--- src/rtl/ctrl_pkg.sv ---
// Shared encodings for the multi-cycle RV32I control FSM
// and the ALU-control block it feeds.
package ctrl_pkg;

    typedef enum logic [2:0] {
        S_FETCH,
        S_DECODE,
        S_EXEC,
        S_MEM,
        S_WB,
        S_TRAP
    } state_t;

    typedef enum logic [2:0] {
        CL_R,
        CL_I,
        CL_LOAD,
        CL_STORE,
        CL_BRANCH,
        CL_JAL,
        CL_JALR,
        CL_ILL
    } cls_t;

    localparam logic [6:0] OP_R      = 7'b0110011;
    localparam logic [6:0] OP_I      = 7'b0010011;
    localparam logic [6:0] OP_LOAD   = 7'b0000011;
    localparam logic [6:0] OP_STORE  = 7'b0100011;
    localparam logic [6:0] OP_BRANCH = 7'b1100011;
    localparam logic [6:0] OP_JAL    = 7'b1101111;
    localparam logic [6:0] OP_JALR   = 7'b1100111;

    localparam logic [1:0] ALUOP_ADD = 2'b00;
    localparam logic [1:0] ALUOP_SUB = 2'b01;
    localparam logic [1:0] ALUOP_R   = 2'b10;
    localparam logic [1:0] ALUOP_I   = 2'b11;

    localparam logic [1:0] PCSRC_PC4 = 2'b00;
    localparam logic [1:0] PCSRC_BR  = 2'b01;
    localparam logic [1:0] PCSRC_ALU = 2'b10;

    localparam logic [1:0] WB_ALU = 2'b00;
    localparam logic [1:0] WB_MEM = 2'b01;
    localparam logic [1:0] WB_PC4 = 2'b10;

    function automatic logic [1:0] aluop_of(input cls_t c);
        unique case (c)
            CL_R:      return ALUOP_R;
            CL_I:      return ALUOP_I;
            CL_BRANCH: return ALUOP_SUB;
            default:   return ALUOP_ADD;
        endcase
    endfunction

    function automatic logic alusrc_of(input cls_t c);
        return (c == CL_I) || (c == CL_LOAD) ||
               (c == CL_STORE) || (c == CL_JALR);
    endfunction

endpackage

--- src/rtl/ctrl_decode.sv ---
// Opcode/funct3 classifier: maps the instruction to a
// control class and flags anything unsupported.
module ctrl_decode
    import ctrl_pkg::*;
(
    input  logic [6:0] i_opcode,
    input  logic [2:0] i_f3,
    output cls_t       o_cls,
    output logic       o_illegal
);

    logic w_br_ok;

    // only BEQ and BNE are implemented
    assign w_br_ok = (i_f3 == 3'b000) || (i_f3 == 3'b001);

    always_comb begin
        o_cls = CL_ILL;
        unique case (1'b1)
            (i_opcode == OP_R):      o_cls = CL_R;
            (i_opcode == OP_I):      o_cls = CL_I;
            (i_opcode == OP_LOAD):   o_cls = CL_LOAD;
            (i_opcode == OP_STORE):  o_cls = CL_STORE;
            (i_opcode == OP_BRANCH): o_cls = w_br_ok ? CL_BRANCH : CL_ILL;
            (i_opcode == OP_JAL):    o_cls = CL_JAL;
            (i_opcode == OP_JALR):   o_cls = CL_JALR;
            default:                 o_cls = CL_ILL;
        endcase
    end

    assign o_illegal = (o_cls == CL_ILL);

endmodule

--- src/rtl/multicycle_ctrl.sv ---
// Multi-cycle main control FSM: sequences FETCH/DECODE/EXEC/MEM/WB,
// counts retired instructions and traps on unsupported opcodes.
module multicycle_ctrl
    import ctrl_pkg::*;
#(
    parameter int INSTRET_W = 32
) (
    input  logic                 clk,
    input  logic                 rst_n,
    input  logic [6:0]           opcode,
    input  logic [2:0]           f3,
    input  logic                 zero_flag,
    input  logic                 mem_ready,
    output logic                 mem_req,
    output logic                 mem_we,
    output logic                 iord,
    output logic                 ir_write,
    output logic [1:0]           aluop,
    output logic                 alusrc,
    output logic                 reg_write,
    output logic [1:0]           wb_sel,
    output logic                 pc_write,
    output logic [1:0]           pc_src,
    output logic                 illegal,
    output logic [INSTRET_W-1:0] instret
);

    state_t                r_state;
    cls_t                  r_cls;
    logic [INSTRET_W-1:0]  r_instret;

    state_t     w_next;
    cls_t       w_cls;
    logic       w_dec_ill;
    logic       w_taken;
    logic       w_mem_req, w_mem_we, w_iord, w_ir_write;
    logic [1:0] w_aluop, w_wb_sel, w_pc_src;
    logic       w_alusrc, w_reg_write, w_pc_write, w_trap;

    ctrl_decode u_dec (
        .i_opcode  (opcode),
        .i_f3      (f3),
        .o_cls     (w_cls),
        .o_illegal (w_dec_ill)
    );

    // f3[0] separates BNE from BEQ once the class is known legal
    assign w_taken = f3[0] ? ~zero_flag : zero_flag;

    always_comb begin
        w_next      = r_state;
        w_mem_req   = 1'b0;
        w_mem_we    = 1'b0;
        w_iord      = 1'b0;
        w_ir_write  = 1'b0;
        w_aluop     = ALUOP_ADD;
        w_alusrc    = 1'b0;
        w_reg_write = 1'b0;
        w_wb_sel    = WB_ALU;
        w_pc_write  = 1'b0;
        w_pc_src    = PCSRC_PC4;
        w_trap      = 1'b0;
        unique case (r_state)
            S_FETCH: begin
                w_mem_req = 1'b1;
                if (mem_ready) begin
                    w_ir_write = 1'b1;
                    w_next     = S_DECODE;
                end
            end
            S_DECODE: w_next = w_dec_ill ? S_TRAP : S_EXEC;
            S_EXEC: begin
                w_aluop  = aluop_of(r_cls);
                w_alusrc = alusrc_of(r_cls);
                unique case (r_cls)
                    CL_R, CL_I:         w_next = S_WB;
                    CL_LOAD, CL_STORE:  w_next = S_MEM;
                    CL_BRANCH: begin
                        w_pc_write = 1'b1;
                        w_pc_src   = w_taken ? PCSRC_BR : PCSRC_PC4;
                        w_next     = S_FETCH;
                    end
                    CL_JAL, CL_JALR: begin
                        w_reg_write = 1'b1;
                        w_wb_sel    = WB_PC4;
                        w_pc_write  = 1'b1;
                        w_pc_src    = (r_cls == CL_JAL) ? PCSRC_BR : PCSRC_ALU;
                        w_next      = S_FETCH;
                    end
                    default:            w_next = S_TRAP;
                endcase
            end
            S_MEM: begin
                w_aluop   = aluop_of(r_cls);
                w_alusrc  = alusrc_of(r_cls);
                w_mem_req = 1'b1;
                w_iord    = 1'b1;
                w_mem_we  = (r_cls == CL_STORE);
                if (mem_ready) begin
                    w_reg_write = (r_cls == CL_LOAD);
                    w_wb_sel    = (r_cls == CL_LOAD) ? WB_MEM : WB_ALU;
                    w_pc_write  = 1'b1;
                    w_next      = S_FETCH;
                end
            end
            S_WB: begin
                w_aluop     = aluop_of(r_cls);
                w_alusrc    = alusrc_of(r_cls);
                w_reg_write = 1'b1;
                w_pc_write  = 1'b1;
                w_next      = S_FETCH;
            end
            S_TRAP:  w_trap = 1'b1;
            default: w_next = S_FETCH;
        endcase
    end

    always_ff @(posedge clk or negedge rst_n) begin
        if (!rst_n) begin
            r_state   <= S_FETCH;
            r_cls     <= CL_R;
            r_instret <= '0;
        end else begin
            r_state <= w_next;
            if (r_state == S_DECODE)
                r_cls <= w_cls;
            if (w_pc_write)
                r_instret <= r_instret + INSTRET_W'(1);
        end
    end

    // reset low silences every control line immediately
    assign mem_req   = rst_n & w_mem_req;
    assign mem_we    = rst_n & w_mem_we;
    assign iord      = rst_n & w_iord;
    assign ir_write  = rst_n & w_ir_write;
    assign aluop     = {2{rst_n}} & w_aluop;
    assign alusrc    = rst_n & w_alusrc;
    assign reg_write = rst_n & w_reg_write;
    assign wb_sel    = {2{rst_n}} & w_wb_sel;
    assign pc_write  = rst_n & w_pc_write;
    assign pc_src    = {2{rst_n}} & w_pc_src;
    assign illegal   = rst_n & w_trap;
    assign instret   = r_instret;

endmodule

--- config.mk ---
export PLATFORM = sky130hd
export DESIGN_NAME = multicycle_ctrl
export DESIGN_NICKNAME = d
export VERILOG_FILES = /design/src/rtl/ctrl_pkg.sv /design/src/rtl/ctrl_decode.sv /design/src/rtl/multicycle_ctrl.sv
export SDC_FILE = /design/constraint.sdc
export NUM_CORES = 1
export LEC_CHECK = 0
export ABC_AREA = 1
export BUFFER_PORTS_ARGS = -buffer_cell sky130_fd_sc_hd__buf_2
export CAP_MARGIN = 10
export CORE_MARGIN = 1
export CORE_UTILIZATION = 29
export DETAILED_ROUTE_END_ITERATION = 12
export PLACE_DENSITY = 0.59
export SLEW_MARGIN = 15
export SYNTH_ARGS = -nofsm -noshare
export SYNTH_HDL_FRONTEND = slang
export SYNTH_SLANG_ARGS = --single-unit
--- constraint.sdc ---
create_clock -name clk -period 2 [get_ports clk]
set_clock_uncertainty 0.05 [all_clocks]
set_input_delay 0.1 -clock clk [delete_from_list [all_inputs] [get_ports clk]]
set_output_delay 0.1 -clock clk [all_outputs]
set_load 0.05 [all_outputs]
==> metrics.md <==
| Metric | Value |
|---|---|
| ANT cells | `0` |
| Top cells by area, synth | `dfrtp_1, nand2_1, nor2_1, inv_1, nand3_1` |
| Syn_nets | `450` |
| Final Cycle Share | `0.944` |
| Die W | `99.2 microns` |
| P&R area growth vs syn | `20.8%` |
| Seq/Total Area, Yosys | `0.347` |
| Antenna-violating nets left | `0` |
| DR top layer | `met4` |
| CP Buf/Inv Count | `2` |
| Worst Setup Start Kind | `register` |
| Top cell type by total area after synthesis | `dfrtp_1` |
| First-pass GRT wire length | `12.5 mm` |
| Compound-Gate Fraction of Synth Area | `0.0178` |
| Post-synthesis xor/xnor area fraction | `0.0626` |
| Setup WS post-layout | `0.111 ns` |
| Leak | `1.73 nW` |
| Setup CP Type | `register to primary output` |
| Largest family of logic cells by synthesized area | `simple AND/OR/NAND/NOR gates` |
| Drc violations | `0` |
| Global route total overflow | `0` |
| Placed cell area | `3170 sq um` |
| Initial core utilization | `0.298` |
| Root Buffer | `clkbuf_8` |
| Worst slew pin tran | `0.438 ns` |
| H-tree Lvls | `2` |
| Ys flop type | `dfrtp_1` |
| Relative slew margins | `0.708` |
| Vias in the first global route | `2645` |
| Hold crit path type | `input port to register` |
| Routability Congestion | `0.862` |
| Wire length on met2 | `3.42 mm` |
| PD cells | `838 nW/um^2` |
| FF-to-FF path depth | `7` |
| Fin nets | `518` |
| Post-Synth Adder-Cell Area | `0.00457` |
| Status | `finished, final reports clean` |
| Final Max Tran Viols | `0` |
| Critical path required time | `1.85 ns` |
| Kind of cell adding the most delay to the critical path | `simple AND/OR/NAND/NOR gates` |
| # rows | `35` |
| Worst Setup Slack post-DPL | `0.273 ns` |
| CP Depth | `8` |
| CORE AREA | `9200 sq um` |
| RSZ-0062 raised after global routing | `false` |
| Clock latency on the worst-skew pair | `0.29 ns` |
| CP max stage delay | `0.45 ns` |
| Simple logic cell fraction of the synthesized area | `0.482` |
| Setup violators final | `0` |
| Setup_tns | `0 ns` |
| Initial drt markers | `142` |
| Most numerous cell in the Yosys netlist | `nand2_1` |
| Worst vdd ir | `481 uV` |
| Post-Syn Area per Cell | `6.30 sq um` |
| Largest net degree at the start of global routing | `34` |
| Routed len/inst | `12.1 microns` |
| Min Tclk post-route | `1.89 ns` |
| Post-synth EDFFs | `0` |
| WHS Path Cells | `6` |
| # port buffers | `59` |
| Multiplexer area fraction after synthesis | `0` |
| Die H | `99.2 microns` |
| Max-cap violations | `0` |
| Top-area cell type share of the netlist area | `0.347` |
| Clock buffer depth | `2` |
| #FFs+latches synth | `38` |
| Post-route cell area | `3310 sq um` |
| Worst EP arrival | `1.74 ns` |
| Met3 wire len | `424 microns` |
| Detailed-route via count | `2839` |
| Share of flip-flops with an asynchronous set or reset | `1.00` |
| DP Wirelength | `5.85 mm` |
| Sink Count | `38` |
| Synth warn | `0` |
| Number of unique standard cell types used by synthesis | `30` |
| Worst-path maximum fanout | `7` |
| Clock Pin Slew Worst Setup and Hold Paths | `0.07 ns` |
| Synthesized cell area | `2740 sq um` |
| 1st-pass router iterations | `4` |
| I/O Pins | `60` |
| Wirelength, routed | `7.42 mm` |
| Synth Instances | `435` |
| Initial antenna violation count | `0` |
| Vias per cell | `4.62` |
| CTS Buf Count | `5` |
| Most used cell, CP | `nand2_2` |
| Layout cell share with drive strength beyond 1 | `0.190` |
| F_max | `0.529 GHz` |
| Crit path max-delay cell type | `dfrtp_2` |
| Final hold vios | `0` |
| Crit path cell chain | `nand2_2 -> nor2_4 -> nand2_2 -> or2_2 -> nand3_1 -> nand2_1 -> inv_1 -> buf_2` |
| Die ar. | `9840 sq um` |
| GRT Overall Usage | `0.159` |
| Met1 WL | `3.53 mm` |
| TritonCTS clock tree | `yes` |
| Crit. End Element | `primary output` |
| Post-synth top cells | `nand2_1, nor2_1, inv_1` |
## where the power goes
group | switching (mW) | internal [mW] | leakage [nW]
clock | 0.276 | 0.278 | 0.0482
sequential | 0.158 | 0.867 | 0.508
combinational | 0.845 | 0.350 | 1.18
## repair_timing
item                                    in CTS  in global routing
gates resized for setup                      0                  4
hold buffers                                 2                  0
hold endpoints to repair                     6                  0
endpoints found under the setup margin       0                  5
buffers inserted                             0                  2
## flip-flops by register name, indices dropped and copies added, names as in the netlist
name	flops
r_state	3
instret	32
r_cls	3
## final timing paths
kind | startpoint | endpoint | slack (ns)
worst max register to register | instret[0] | instret[14] | 0.26
min in group asynchronous | rst_n | instret[21] | 0.44
worst min register to register | instret[0] | instret[0] | 0.48
worst max-delay path | r_state[0] | reg_write | 0.11
worst min-delay path | opcode[4] | r_cls[1] | 0.17
max in group asynchronous | rst_n | r_state[0] | 0.86
## final cells by class
class                   count  area, sq um
fillers                  1035         5890
multi-input cells         344         1570
flip-flops and latches     38          952
repair buffers             67          380
inverters                  47          176
well taps                 111          139
clock buffers               7         86.3
clock inverters             1         5.00
## stage by stage
step | util | std cells | total power [mW] | hold WS (ns)
finish | 0.360 | 615 | 2.77 | 0.172
global route | 0.360 | 615 | 2.97 | 0.197
CTS | 0.357 | 613 | 2.76 | 0.165
detailed placement | 0.345 | 603 | 2.20 | -0.0861
global placement | 0.345 | 603 | 2.18 | -0.0848
floorplan | - | 435 | 1.94 | -0.246
## worst reg2reg max path, cell delays in order (launching register included)
cell	delay, ns
dfrtp_1	0.41
ha_1	0.23
inv_1	0.07
nor2_1	0.23
nand2_1	0.14
nor3_1	0.26
nand2_1	0.11
xnor2_1	0.14
## metal layers
layer | track usage | up-vias
li1 | - | 1468
met1 | 0.216 | 1294
met2 | 0.265 | 73
met3 | 0.0253 | 4
met4 | 0.0385 | 0
met5 | 0 | -
## logic make-up after synthesis
group	Yosys count
buffers and inverters	53
DFF	38
and+or+nand+nor	318
xor gates and xnor gates	17
AOI/OAI and AO/OA	8
adders and majority gates	1
## placed cells by master, fill, tap and decap left out, drive strengths merged
| cell | count |
|---|---|
| nand4 | 6 |
| o31ai | 1 |
| a21oi | 4 |
| clkinv | 2 |
| o2111ai | 1 |
| nor4 | 1 |
| nand2 | 206 |
| xnor2 | 9 |
| buf | 62 |
| dlygate4sd3 | 2 |
| o21ai | 1 |
| ha | 1 |
| clkbuf | 10 |
| nor3 | 10 |
| a211oi | 1 |
| inv | 46 |
| nor2 | 66 |
| nand3 | 28 |
| xor2 | 8 |
| dfrtp | 38 |
| or2 | 1 |
No activity file was read; power rests on OpenSTA's default activity.
